<file path="config.mk">
export PLATFORM = sky130hd
export DESIGN_NAME = health_led_sequencer_flat
export DESIGN_NICKNAME = d
export VERILOG_FILES = /design/src/rtl/health_led_if.sv /design/src/rtl/health_led_sequencer.sv /design/src/flat_wrapper.sv
export SDC_FILE = /design/constraint.sdc
export NUM_CORES = 1
export LEC_CHECK = 0
export ABC_CLOCK_PERIOD_IN_PS = 3400
export BUFFER_PORTS_ARGS = -buffer_cell sky130_fd_sc_hd__buf_4
export CORE_UTILIZATION = 35
export CTS_BUF_LIST = sky130_fd_sc_hd__clkbuf_8
export CTS_CLUSTER_SIZE = 10
export DETAILED_ROUTE_END_ITERATION = 16
export PLACE_DENSITY_LB_ADDON = 0.1
export SYNTH_ARGS = -nofsm -noshare
export SYNTH_HDL_FRONTEND = slang
export SYNTH_SLANG_ARGS = --single-unit
</file>
<file path="constraint.sdc">
create_clock -name clk -period 3.4 [get_ports clk]
set_input_delay 0.68 -clock clk [delete_from_list [all_inputs] [get_ports clk]]
set_output_delay 0.68 -clock clk [all_outputs]
set_load 0.01 [all_outputs]
</file>
<file path="src/rtl/health_led_if.sv">
`timescale 1ns/1ps
// Status request / LED status bundle between the board controller and the
// health LED sequencer.
interface health_led_if;
  logic       ok_req;
  logic       warn_req;
  logic       fault_req;
  logic       fault_clear;
  logic       led_out;
  logic [1:0] state_code;
  logic       fault_latched;

  // Requester side: drives the status levels, observes the LED and status.
  modport master (
    output ok_req, warn_req, fault_req, fault_clear,
    input  led_out, state_code, fault_latched
  );

  // Sequencer side.
  modport slave (
    input  ok_req, warn_req, fault_req, fault_clear,
    output led_out, state_code, fault_latched
  );
endinterface

</file>
<file path="src/rtl/health_led_sequencer.sv">
`timescale 1ns/1ps
// Health LED sequencer: chooses the highest-priority status (FAULT > WARN >
// OK > IDLE), holds a status for a minimum time before a downgrade, and
// drives off / solid / slow blink / fast blink patterns. Faults are sticky
// until cleared.
module health_led_sequencer #(
  parameter int TICK_DIV  = 4,
  parameter int SLOW_HALF = 8,
  parameter int FAST_HALF = 2,
  parameter int MIN_HOLD  = 16
) (
  input  logic         clk,
  input  logic         rst_n,
  health_led_if.slave  bus
);

  localparam logic [1:0] ST_IDLE  = 2'd0;
  localparam logic [1:0] ST_OK    = 2'd1;
  localparam logic [1:0] ST_WARN  = 2'd2;
  localparam logic [1:0] ST_FAULT = 2'd3;

  localparam int MAX_HALF = (SLOW_HALF > FAST_HALF) ? SLOW_HALF : FAST_HALF;
  localparam int PRESC_W  = $clog2(TICK_DIV);
  localparam int PHASE_W  = $clog2(MAX_HALF + 1);
  localparam int HOLD_W   = $clog2(MIN_HOLD + 1);

  localparam logic [PRESC_W-1:0] PRESC_LAST = PRESC_W'(TICK_DIV - 1);
  localparam logic [PHASE_W-1:0] SLOW_LAST  = PHASE_W'(SLOW_HALF - 1);
  localparam logic [PHASE_W-1:0] FAST_LAST  = PHASE_W'(FAST_HALF - 1);
  localparam logic [HOLD_W-1:0]  HOLD_MAX   = HOLD_W'(MIN_HOLD);
  localparam logic [HOLD_W-1:0]  HOLD_PRE   = HOLD_W'(MIN_HOLD - 1);

  logic [1:0]         state_q, state_d;
  logic [PRESC_W-1:0] presc_q, presc_d;
  logic [PHASE_W-1:0] phase_q, phase_d;
  logic [HOLD_W-1:0]  hold_q, hold_d;
  logic               led_q, led_d;
  logic               fault_latched_q, fault_latched_d;

  logic [1:0]         target;
  logic               tick;
  logic               hold_done;
  logic               hold_ends;
  logic [PHASE_W-1:0] half_last;

  // Sticky fault flag: a live fault request always wins over a clear.
  always_comb begin
    fault_latched_d = fault_latched_q;
    if (bus.fault_req) begin
      fault_latched_d = 1'b1;
    end else if (bus.fault_clear) begin
      fault_latched_d = 1'b0;
    end
  end

  // Highest-priority requested status.
  always_comb begin
    target = ST_IDLE;
    if (bus.fault_req || fault_latched_q) begin
      target = ST_FAULT;
    end else if (bus.warn_req) begin
      target = ST_WARN;
    end else if (bus.ok_req) begin
      target = ST_OK;
    end
  end

  // Next state, tick prescaler, hold timer and blink pattern.
  always_comb begin
    tick      = (presc_q == PRESC_LAST);
    hold_done = (hold_q == HOLD_MAX);
    // Downgrade is allowed on the very edge where the hold counter reaches
    // MIN_HOLD, so a status is shown for exactly MIN_HOLD*TICK_DIV cycles.
    hold_ends = hold_done || (tick && (hold_q == HOLD_PRE));
    half_last = (state_q == ST_FAULT) ? FAST_LAST : SLOW_LAST;

    state_d = state_q;
    presc_d = tick ? '0 : presc_q + 1'b1;
    hold_d  = (tick && !hold_done) ? hold_q + 1'b1 : hold_q;
    phase_d = phase_q;
    led_d   = led_q;

    case (state_q)
      ST_IDLE: led_d = 1'b0;
      ST_OK:   led_d = 1'b1;
      default: begin
        if (tick) begin
          if (phase_q == half_last) begin
            phase_d = '0;
            led_d   = ~led_q;
          end else begin
            phase_d = phase_q + 1'b1;
          end
        end
      end
    endcase

    // Entering a new status restarts every counter and the pattern high.
    if ((target > state_q) || ((target < state_q) && hold_ends)) begin
      state_d = target;
      presc_d = '0;
      hold_d  = '0;
      phase_d = '0;
      led_d   = (target != ST_IDLE);
    end
  end

  // State registers; reset forces IDLE with LED off and everything cleared.
  always_ff @(posedge clk or negedge rst_n) begin
    if (!rst_n) begin
      state_q         <= ST_IDLE;
      presc_q         <= '0;
      phase_q         <= '0;
      hold_q          <= '0;
      led_q           <= 1'b0;
      fault_latched_q <= 1'b0;
    end else begin
      state_q         <= state_d;
      presc_q         <= presc_d;
      phase_q         <= phase_d;
      hold_q          <= hold_d;
      led_q           <= led_d;
      fault_latched_q <= fault_latched_d;
    end
  end

  assign bus.led_out       = led_q;
  assign bus.state_code    = state_q;
  assign bus.fault_latched = fault_latched_q;

endmodule

</file>
<file path="src/flat_wrapper.sv">
// flat-port wrapper written by rule: the top's interface ports become plain ports
module health_led_sequencer_flat 
#(
  parameter int TICK_DIV  = 4,
  parameter int SLOW_HALF = 8,
  parameter int FAST_HALF = 2,
  parameter int MIN_HOLD  = 16
)
  (clk, rst_n, bus_ok_req, bus_warn_req, bus_fault_req, bus_fault_clear, bus_led_out, bus_state_code, bus_fault_latched);
  health_led_if bus_i ();
  input  logic clk;
  input  logic rst_n;
  input wire logic [$bits(bus_i.ok_req)-1:0] bus_ok_req;
  input wire logic [$bits(bus_i.warn_req)-1:0] bus_warn_req;
  input wire logic [$bits(bus_i.fault_req)-1:0] bus_fault_req;
  input wire logic [$bits(bus_i.fault_clear)-1:0] bus_fault_clear;
  output wire logic [$bits(bus_i.led_out)-1:0] bus_led_out;
  output wire logic [$bits(bus_i.state_code)-1:0] bus_state_code;
  output wire logic [$bits(bus_i.fault_latched)-1:0] bus_fault_latched;
  assign bus_i.ok_req = bus_ok_req;
  assign bus_i.warn_req = bus_warn_req;
  assign bus_i.fault_req = bus_fault_req;
  assign bus_i.fault_clear = bus_fault_clear;
  assign bus_led_out = bus_i.led_out;
  assign bus_state_code = bus_i.state_code;
  assign bus_fault_latched = bus_i.fault_latched;
  health_led_sequencer #(.TICK_DIV(TICK_DIV), .SLOW_HALF(SLOW_HALF), .FAST_HALF(FAST_HALF), .MIN_HOLD(MIN_HOLD)) u_core (.clk(clk), .rst_n(rst_n), .bus(bus_i));
endmodule
</file>
# Word level (Yosys, flattened, before mapping)
# Cells that the tools add are included.
# totals
reg_bits,15
out_inout_bits,4
elab_cells,54
# op_classes
n_eq_ne,7
mux,18
order_cmp,2
n_reduce_logical,17
bitwise_logic,1
add_sub_neg,3
# ops
cell,count
$mux W4,4
$mux W5,2
$mux W2,4
$reduce_bool A2 Y1,4
$reduce_bool A4 Y1,2
$mux W1,6
$add A5 B1 Y5 const B,1
$eq A5 B4 Y1 const B,1
$eq A5 B5 Y1 const B,1
$add A4 B1 Y4 const B,1
$eq A2 B2 Y1 const B,2
$eq A4 B4 Y1,1
$reduce_and A2 Y1,2
$logic_and A1 B1 Y1,3
$logic_or A1 B1 Y1,3
$mux W3,1
$add A2 B1 Y2 const B,1
$eq A2 B1 Y1 const B,1
$gt A2 B2 Y1,1
$logic_not A2 Y1,1
$lt A2 B2 Y1,1
$ne A2 B1 Y1 const B,1
$pmux W1 S2,1
$reduce_or A2 Y1,1
2 further kinds,2

# Longest topological paths before layout
# Gate-level depths: netlist of the first run.
# depth
ltp_word,8
mapped_depth,8
mapped_depth_nobuf,7

# Worst setup path before layout of the first run
# OpenSTA, ideal clock, no wires.
# synth_path
path_type,input to register
from,input bus_warn_req
to,register u_core.presc_q[0]
required_time_ns,3.314
t_arrival_ns,2.078
slack_ns,1.236
n_path_buf,1
setup_time_ns,0.086
path_stages,7
cell_sequence,or3_1 ha_1 nand2b_1 nand4b_1 and2_1 buf_2 nor3_1
# synth_between
elab_chain_len,6
elab_cells_between_ends,7
cone_classes,order compare (2); mux (3); reduce/logical (2)
# synth_rtl
element,line,text
"start, declared",flat_wrapper.sv:14,input wire logic [$bits(bus_i.warn_req)-1:0] bus_warn_req;
$mux W2 *,health_led_sequencer.sv:61,end else if (bus.warn_req) begin
$mux W2 *,health_led_sequencer.sv:59,if (bus.fault_req || fault_latched_q) begin
$lt A2 B2 Y1,health_led_sequencer.sv:99,if ((target > state_q) || ((target < state_q) && hold_ends)) begin
$logic_and A1 B1 Y1,health_led_sequencer.sv:99,
$logic_or A1 B1 Y1 *,health_led_sequencer.sv:99,
$mux W2 *,health_led_sequencer.sv:99,
via u_core.presc_d[0],health_led_sequencer.sv:34,"logic [PRESC_W-1:0] presc_q, presc_d;"
"end signal, assigned",health_led_sequencer.sv:119,presc_q <= presc_d;
"end, declared",health_led_sequencer.sv:34,
# The timed path passes the listed nets; every way through them passes the cells marked *.
# A chain may end at the register's enable or synchronous reset.

# Worst setup path after layout of the first run
# layout_path
from,input bus_warn_req
to,register u_core.hold_q[4]
# layout_between
elab_chain_len,6
elab_cells_between_ends,8
cone_classes,order compare (2); mux (3); reduce/logical (3)
# layout_rtl
element,line,text
$mux W2 *,health_led_sequencer.sv:61,
$mux W2 *,health_led_sequencer.sv:59,
via u_core.target[1],health_led_sequencer.sv:40,logic [1:0] target;
$lt A2 B2 Y1,health_led_sequencer.sv:99,
$logic_and A1 B1 Y1,health_led_sequencer.sv:99,
$logic_or A1 B1 Y1 *,health_led_sequencer.sv:99,
$mux W5 / $reduce_bool A2 Y1 (equally long branches),n/a,
"end signal, assigned",health_led_sequencer.sv:121,hold_q <= hold_d;
"end, declared",health_led_sequencer.sv:36,"logic [HOLD_W-1:0] hold_q, hold_d;"
# Marks and branches as above.

==> impl_metrics.ini, run 1 <==
[sta]
final-setup-viol-count = 0
rsz_0062_raised_after_global_routing = false
slew_hr_pct = 69.3
f_max_ghz = 0.442
period_minus_slack_ns = 2.26
post-route-worst-setup-slack_ns = 1.14
timing_worst_slew_pin_value_ns = 0.460
post-route-period-util_pct = 66.5
fin_setup_tns_ns = 0
finClkSkew_ns = 0.00325
slew_violations = 0
hold_violations = 0

[clock_network]
cts_tree = built
cts-hold-fix-buffers = 0
post_cts.repair.setup_buffers = 0
cts-buffers-inserted = 3
cts.clk_slew.worst_paths_ns = 0.06
clk_path_buf_depth = 2
cts-htree-levels = 1
cts.sinks = 15
cts.repair.resized = 0
clk_latency_ns = 0.25
cts_root_buf = sky130_fd_sc_hd__clkbuf_8

[route]
totalWireLength_mm = 1.67
drt_iter0_markers = 13
routed_via_count_divided_by_cell_count = 5.18
route.vias.total = 668
route.detailed.wl_per_inst_um = 12.9
dr.pass1.iters = 4
drtAntennaViolNets = 0
drc = 0

[global_route]
first_global_vias = 682
first_pass_grt_wire_length_mm = 2.95
antenna_found_initial = 0
grt_usage_pct = 14.6
largest_net_degree_at_the_start_of_global_routing = 16
overall_overflow_remaining_after_global_route = 0

[critical_path]
worstPathRequired_ns = 3.56
path_class = in2reg
timing.critical_path.from_type = primary input
critical_path.max_fanout = 13
critical_path_arrival_ns = 2.42
kind_of_end_point_of_the_critical_path = flop

[floorplan]
number_of_cell_rows = 17
initial_core_util_pct = 38.5
num_io_pins = 10
coreArea_um2 = 2280
floorplan.die.height_um = 52.0
dieWidth_um = 52.0
design.die.area_um2 = 2710

[layout]
total_nets_final = 115
insertedDiodeCount = 0
finish.instance_area_um2 = 1010
drive_above_1_share_pct = 14.9
syn_to_final_growth_pct = 15.9
nFillCells = 228
postLayoutCoreUtil_pct = 44.6

[place]
place_ws_ns = 0.869
io_buffers = 9
placed_area_um2 = 968
finalWeightedCongestion = 0.746
dp.final_hpwl_mm = 1.21

[power]
leakagePower_nw = 0.456
power-per-cell-area_nw_per_um2 = 717
vdd_ir_drop_max_uv = 572
post-layout-total-power_uw = 728

[logic_synthesis]
number_of_enable_flip_flop_cells_after_synthesis = 0
post-synth-top-area-cell = sky130_fd_sc_hd__dfrtp_1
yosysTopAreaCellShare_pct = 42.9
synthCells = 90
synth-main-ff-cell = sky130_fd_sc_hd__dfrtp_1
ys_top_cells_by_area = sky130_fd_sc_hd__dfrtp_1, sky130_fd_sc_hd__ha_1, sky130_fd_sc_hd__a21oi_1, sky130_fd_sc_hd__inv_1, sky130_fd_sc_hd__nand2_1
postSynthRegisterBits = 15
netlist_area_um2 = 876
synth.distinct_cells = 32
synthMostInstantiatedCell = sky130_fd_sc_hd__dfrtp_1
async_reset_ff_share_pct = 100
synth.yosys.seq_area_share_pct = 42.9
synth_nets = 103
synth_commonest_cells = sky130_fd_sc_hd__dfrtp_1, sky130_fd_sc_hd__inv_1, sky130_fd_sc_hd__nand2_1
synth.avg_cell_area_um2 = 9.73
ys.warnings.count = 0

[min_path]
classification_of_the_worst_slack_hold_path = in2async

[job]
timing.max_cap.violations = 0

[outcome]
run_status = completed
-- metrics by stage --
step           hold WS, ns  instances
2_1_floorplan        0.384         90
3_3_place_gp         0.431        125
3_5_place_dp         0.463        125
4_1_cts              0.279        129
5_1_grt              0.282        129
6_report             0.271        129
-- path summary, 6_finish.rpt --
check,depth (start not counted),end,startpoint,slack [ns]
setup reg to reg,6,u_core.hold_q[4],u_core.bus.fault_latched,1.32
min in group clk,1,u_core.presc_q[0],u_core.presc_q[0],0.47
hold / removal,1,u_core.bus.fault_latched,rst_n,0.27
max in group asynchronous,1,u_core.phase_q[3],rst_n,2.95
hold reg to reg,1,u_core.presc_q[0],u_core.presc_q[0],0.47
setup / recovery,7,u_core.hold_q[4],bus_warn_req,1.14
-- cells in the final DEF (no fill, tap or decap), types with 2 or more instances in the layout --
master	n
sky130_fd_sc_hd__a211oi_1	2
sky130_fd_sc_hd__a211oi_2	2
sky130_fd_sc_hd__a21o_1	2
sky130_fd_sc_hd__a21oi_1	7
sky130_fd_sc_hd__and2_1	2
sky130_fd_sc_hd__and3_1	2
sky130_fd_sc_hd__buf_4	9
sky130_fd_sc_hd__clkbuf_8	3
sky130_fd_sc_hd__dfrtp_1	15
sky130_fd_sc_hd__ha_1	7
sky130_fd_sc_hd__inv_1	8
sky130_fd_sc_hd__nand2_1	8
sky130_fd_sc_hd__nand2b_1	2
sky130_fd_sc_hd__nand3_1	2
sky130_fd_sc_hd__nand4b_1	2
sky130_fd_sc_hd__nor2_1	6
sky130_fd_sc_hd__nor2b_1	2
sky130_fd_sc_hd__xnor2_1	2
sky130_fd_sc_hd__xor2_1	3
-- cell families (layout without fill, tap and decap cells) --
logic type               count (synthesis)  count (layout)  share of synthesized area [%]
adder cells (fa/ha/maj)                  7               7                           10.0
XOR/XNOR                                 5               5                           5.00
buffers and inverters                   10              21                           4.57
multiplexers                             1               1                           1.14
AND/OR/NAND/NOR                         34              34                           22.0
AO/OA/AOI/OAI                           18              18                           14.4
flip-flops                              15              15                           42.9
-- worst max-delay path, cell delays in order --
cell and delay (ns):
sky130_fd_sc_hd__buf_4 0.11, sky130_fd_sc_hd__or3_1 0.42, sky130_fd_sc_hd__ha_1 0.31, sky130_fd_sc_hd__nand2b_1 0.08
sky130_fd_sc_hd__nand4b_1 0.19, sky130_fd_sc_hd__and2_1 0.35, sky130_fd_sc_hd__a311oi_1 0.29
-- power breakdown --
part           switching [mW]  internal, mW  leakage (nW)  total, mW
Clock                  0.0642        0.0811        0.0255      0.145
Sequential             0.0549         0.225         0.190      0.280
Combinational           0.174         0.128         0.241      0.302
Total                   0.293         0.435         0.456      0.728
-- state kept, by name, summed over array words and instances, names as in the netlist --
| signal | count |
|---|---|
| u_core.hold_q | 5 |
| u_core.bus.state_code | 2 |
| u_core.presc_q | 2 |
| u_core.bus.fault_latched | 1 |
| u_core.phase_q | 4 |
| u_core.bus.led_out | 1 |
-- final cells by class --
type / instances / area [um^2] / area share (%)
flip-flops and latches: 15 / 375 / 37.0
well taps: 28 / 35.0 / 3.45
repair buffers: 9 / 67.6 / 6.66
clock inverters: 1 / 5.00 / 0.493
multi-input cells: 65 / 460 / 45.4
clock buffers: 3 / 41.3 / 4.07
inverters: 8 / 30.0 / 2.96
-- metal layers --
layer  up-vias  GRT usage, %  wire length (um)
li1        339             -                 -
met2         8          25.4               787
met3         5          1.75                30
met5         -             0                 0
met4         0          6.76                27
met1       316          17.8               822
No activity file was read; power rests on OpenSTA's default activity.
==> inputs of run 2 (changes only) <==
--- a/config.mk
+++ b/config.mk
@@ -5,7 +5,7 @@
 export SDC_FILE = /design/constraint.sdc
 export NUM_CORES = 1
 export LEC_CHECK = 0
-export ABC_CLOCK_PERIOD_IN_PS = 3400
+export ABC_CLOCK_PERIOD_IN_PS = 2120
 export BUFFER_PORTS_ARGS = -buffer_cell sky130_fd_sc_hd__buf_4
 export CORE_UTILIZATION = 35
 export CTS_BUF_LIST = sky130_fd_sc_hd__clkbuf_8
==> constraint.sdc (replaced) <==
create_clock -name clk -period 2.12 [get_ports clk]
set_input_delay 0.424 -clock clk [delete_from_list [all_inputs] [get_ports clk]]
set_output_delay 0.424 -clock clk [all_outputs]
set_load 0.01 [all_outputs]
==> impl_metrics.ini, run 2 (same netlist as run 1, synthesis figures left out) <==
[outcome]
run_status = completed

[place]
io_buffers = 9
dp.final_hpwl_mm = 1.25
finalWeightedCongestion = 0.720

[critical_path]
timing.critical_path.from_type = flop
worstPathRequired_ns = 2.24
path_class = reg2reg
kind_of_end_point_of_the_critical_path = flop
critical_path_arrival_ns = 2.01
critical_path.max_fanout = 9

[clock_network]
clk_latency_ns = 0.24
cts.repair.resized = 0
cts_tree = built
cts_root_buf = sky130_fd_sc_hd__clkbuf_8
cts.sinks = 15
cts-htree-levels = 1
cts-hold-fix-buffers = 0
post_cts.repair.setup_buffers = 0
cts.clk_slew.worst_paths_ns = 0.06
clk_path_buf_depth = 2
cts-buffers-inserted = 3

[sta]
post-route-period-util_pct = 89.0
slew_hr_pct = 78.8
fin_setup_tns_ns = 0
f_max_ghz = 0.530
hold_violations = 0
final-setup-viol-count = 0
timing_worst_slew_pin_value_ns = 0.318
period_minus_slack_ns = 1.89
slew_violations = 0
rsz_0062_raised_after_global_routing = false
finClkSkew_ns = 0.00391

[global_route]
antenna_found_initial = 0
largest_net_degree_at_the_start_of_global_routing = 16
overall_overflow_remaining_after_global_route = 0
first_pass_grt_wire_length_mm = 2.97
first_global_vias = 724
grt_usage_pct = 15.1

[min_path]
classification_of_the_worst_slack_hold_path = in2async

[floorplan]
dieWidth_um = 52.0
coreArea_um2 = 2280
initial_core_util_pct = 38.5
num_io_pins = 10
floorplan.die.height_um = 52.0
number_of_cell_rows = 17
design.die.area_um2 = 2710

[job]
timing.max_cap.violations = 0

[power]
post-layout-total-power_mw = 1.24
power-per-cell-area_nw_per_um2 = 1170
leakagePower_nw = 0.487
vdd_ir_drop_max_uv = 588

[route]
routed_via_count_divided_by_cell_count = 5.18
totalWireLength_mm = 1.64
drt_iter0_markers = 3
drc = 0
dr.pass1.iters = 4
route.vias.total = 699
drtAntennaViolNets = 0
route.detailed.wl_per_inst_um = 12.1

[layout]
insertedDiodeCount = 0
registers_with_the_most_flip_flops = u_core.hold_q: 5 flops, u_core.phase_q: 4 flops
registers.top_by_ff_count = u_core.hold_q
largest_reg_flops = 5
syn_to_final_growth_pct = 20.9
drive_above_1_share_pct = 18.7
final_cell_mix = sky130_fd_sc_hd__buf_4, sky130_fd_sc_hd__dfrtp_1, sky130_fd_sc_hd__inv_1
total_nets_final = 121
[run 2: final timing paths]
check                                         start  depth (start not counted)                        to  slack [ns]
setup / recovery           u_core.bus.fault_latched                          7         u_core.phase_q[2]        0.23
hold / removal                                rst_n                          1  u_core.bus.fault_latched        0.02
setup reg to reg           u_core.bus.fault_latched                          7         u_core.phase_q[2]        0.23
hold reg to reg                   u_core.presc_q[0]                          1         u_core.presc_q[0]        0.44
max in group asynchronous                     rst_n                          1          u_core.hold_q[2]        1.92
min in group clk                      bus_fault_req                          2  u_core.bus.fault_latched        0.38
[run 2: area by class of cell]
type	instances	area (um^2)
clock inverter	1	3.75
inverter	8	30.0
tap	28	35.0
sequential	15	375
multi-input combinational	65	460
clock buffer	3	41.3
timing repair buffer	15	113
fill	219	1220
[run 2: stage by stage]
stage / cells / util (%) / worst slack [ns] / hold WS [ns] / cell area, um^2
after floorplan: 90 / - / 0.212 / 0.128 / 876
after global placement: 131 / 44.5 / 0.0582 / 0.289 / 1010
after detailed placement: 131 / 44.5 / 0.0338 / 0.290 / 1010
after CTS: 135 / 46.5 / 0.211 / 0.0292 / 1060
after global routing: 135 / 46.5 / 0.0869 / 0.0355 / 1060
final: 135 / 46.5 / 0.233 / 0.0209 / 1060
[run 2: critical path, stage by stage, from the launching register on]
cell and delay (ns):
sky130_fd_sc_hd__dfrtp_1 0.41, sky130_fd_sc_hd__or3_1 0.34, sky130_fd_sc_hd__ha_1 0.31, sky130_fd_sc_hd__nand2b_1 0.06
sky130_fd_sc_hd__nand4b_1 0.10, sky130_fd_sc_hd__and2_1 0.33, sky130_fd_sc_hd__buf_4 0.19, sky130_fd_sc_hd__a21oi_1 0.04
[run 2: routing by layer]
metal	vias up	global-route usage [%]	routed length [um]
met5	-	0	0
met4	0	5.86	16
met3	2	2.92	33
met2	7	28.0	803
met1	339	16.5	784
li1	351	-	-
[run 2: power by group]
part | switching, mW | total, mW | leakage [nW] | internal, mW
logic | 0.294 | 0.570 | 0.270 | 0.277
registers | 0.0826 | 0.444 | 0.190 | 0.361
clock network | 0.0987 | 0.227 | 0.0269 | 0.128
total | 0.475 | 1.24 | 0.487 | 0.766
==> inputs of run 3 (changes only) <==
--- a/config.mk
+++ b/config.mk
@@ -6,7 +6,7 @@
 export NUM_CORES = 1
 export LEC_CHECK = 0
 export ABC_CLOCK_PERIOD_IN_PS = 2120
-export BUFFER_PORTS_ARGS = -buffer_cell sky130_fd_sc_hd__buf_4
+export BUFFER_PORTS_ARGS = -buffer_cell sky130_fd_sc_hd__clkbuf_2
 export CORE_UTILIZATION = 35
 export CTS_BUF_LIST = sky130_fd_sc_hd__clkbuf_8
 export CTS_CLUSTER_SIZE = 10
==> impl_metrics.ini, run 3 (same netlist as run 1, synthesis figures left out) <==
[floorplan]
number_of_cell_rows = 17
dieWidth_um = 52.0
floorplan.die.height_um = 52.0
design.die.area_um2 = 2710
num_io_pins = 10
coreArea_um2 = 2280
initial_core_util_pct = 38.5

[power]
switching_power_uw = 466
power.share.combinational_pct = 45.1
p_clk_share_pct = 18.1
power.sequential.fraction_pct = 36.7
internal-power_uw = 749
power-per-cell-area_nw_per_um2 = 1170
power_switching_share_pct = 38.4
vdd_ir_drop_max_uv = 536
leakagePower_nw = 0.480

[place]
io_buffers = 9
placed_area_um2 = 991
dp.final_hpwl_mm = 1.20
post-place-cells = 131
finalWeightedCongestion = 0.739

[route]
dr.pass1.iters = 4
drc = 0
route.detailed.wl_per_inst_um = 11.4
drtAntennaViolNets = 0
totalWireLength_mm = 1.54
drt_iter0_markers = 12
routed_via_count_divided_by_cell_count = 5.05
route.vias.total = 682

[layout]
syn_to_final_growth_pct = 18.4
final_common_cell = sky130_fd_sc_hd__dfrtp_1
finish.instance_area_um2 = 1040
nFillCells = 210
registers_with_the_most_flip_flops = u_core.hold_q: 5 flops, u_core.phase_q: 4 flops
total_nets_final = 121
insertedDiodeCount = 0
final_cell_mix = sky130_fd_sc_hd__dfrtp_1, sky130_fd_sc_hd__clkbuf_2, sky130_fd_sc_hd__inv_1, sky130_fd_sc_hd__nand2_1
drive_above_1_share_pct = 19.6
postLayoutCoreUtil_pct = 45.6
registers.top_by_ff_count = u_core.hold_q
stdcell_count = 135
largest_reg_flops = 5

[critical_path]
worstPathRequired_ns = 2.24
critical_path_arrival_ns = 2.00
timing.critical_path.from_type = flop
kind_of_end_point_of_the_critical_path = flop
critical_path.max_fanout = 9
path_class = reg2reg

[global_route]
antenna_found_initial = 0
gr-usage-met2_pct = 24.1
met3_usage_pct = 4.39
grtUsageMet1_pct = 17.5
grt_usage_pct = 14.4
busiest_layer = met2
first_pass_grt_wire_length_mm = 2.83
largest_net_degree_at_the_start_of_global_routing = 16
first_global_vias = 664
overall_overflow_remaining_after_global_route = 0

[min_path]
classification_of_the_worst_slack_hold_path = in2async

[clock_network]
cts_tree = built
clk_latency_ns = 0.24
cts.sinks = 15
cts.repair.resized = 0
clk_path_buf_depth = 2
post_cts.repair.setup_buffers = 0
cts.clk_slew.worst_paths_ns = 0.06
cts-buffers-inserted = 3
cts_root_buf = sky130_fd_sc_hd__clkbuf_8
cts-hold-fix-buffers = 0
cts-htree-levels = 1

[sta]
f_max_ghz = 0.533
finClkSkew_ns = 0.00232
slew_hr_pct = 74.8
hold_violations = 0
rsz_0062_raised_after_global_routing = false
fin_setup_tns_ns = 0
slew_violations = 0
timing_worst_slew_pin_value_ns = 0.378
post-route-period-util_pct = 88.5
final-setup-viol-count = 0
period_minus_slack_ns = 1.88

[outcome]
run_status = completed

[job]
timing.max_cap.violations = 0
==> run 3: final timing paths <==
check                      slack [ns]                        to  cells after the start                startpoint
max                              0.24         u_core.phase_q[2]                      7  u_core.bus.fault_latched
max reg2reg                      0.24         u_core.phase_q[2]                      7  u_core.bus.fault_latched
min in group clk                 0.39  u_core.bus.fault_latched                      2             bus_fault_req
min reg2reg                      0.44         u_core.presc_q[0]                      1         u_core.presc_q[0]
min                              0.09  u_core.bus.state_code[1]                      1                     rst_n
max in group asynchronous        1.76          u_core.hold_q[4]                      1                     rst_n
==> run 3: worst max-delay path, cell delays in order (launching register included) <==
cell and delay (ns):
sky130_fd_sc_hd__dfrtp_1 0.40, sky130_fd_sc_hd__or3_1 0.33, sky130_fd_sc_hd__ha_1 0.30, sky130_fd_sc_hd__nand2b_1 0.05, sky130_fd_sc_hd__nand4b_1 0.10, sky130_fd_sc_hd__and2_1 0.34, sky130_fd_sc_hd__buf_4 0.19, sky130_fd_sc_hd__a21oi_1 0.04
==> run 3: power groups by stage <==
stage,sequential (mW),combinational (mW),clock (mW)
final,0.446,0.549,0.220
after global placement,0.446,0.548,0
after CTS,0.446,0.556,0.233
after detailed placement,0.451,0.552,0
after global routing,0.454,0.625,0.246
after floorplan,0.444,0.355,0
==> run 3: metal layers <==
layer	vias to the layer above	part of all wire (%)
met1	320	49
met3	2	2.7
li1	353	-
met4	0	0.58
met5	-	0
met2	7	48
==> run 3: stage by stage <==
step                setup slack (ns)  hold slack [ns]  total power [mW]
floorplan                      0.212            0.128             0.799
global placement              0.0700            0.360             0.994
detailed placement            0.0402            0.360              1.00
CTS                            0.213           0.0963              1.23
global route                  0.0762            0.117              1.33
finish                         0.243           0.0901              1.22
==> run 3: area by class of cell <==
class / count / area [um^2] / share of cell area, %
Inverter: 8 / 30.0 / 2.90
Sequential cell: 15 / 375 / 36.2
Timing Repair Buffer: 15 / 90.1 / 8.69
Tap cell: 28 / 35.0 / 3.38
Clock buffer: 3 / 41.3 / 3.98
Multi-Input combinational cell: 65 / 460 / 44.4
Clock inverter: 1 / 5.00 / 0.483
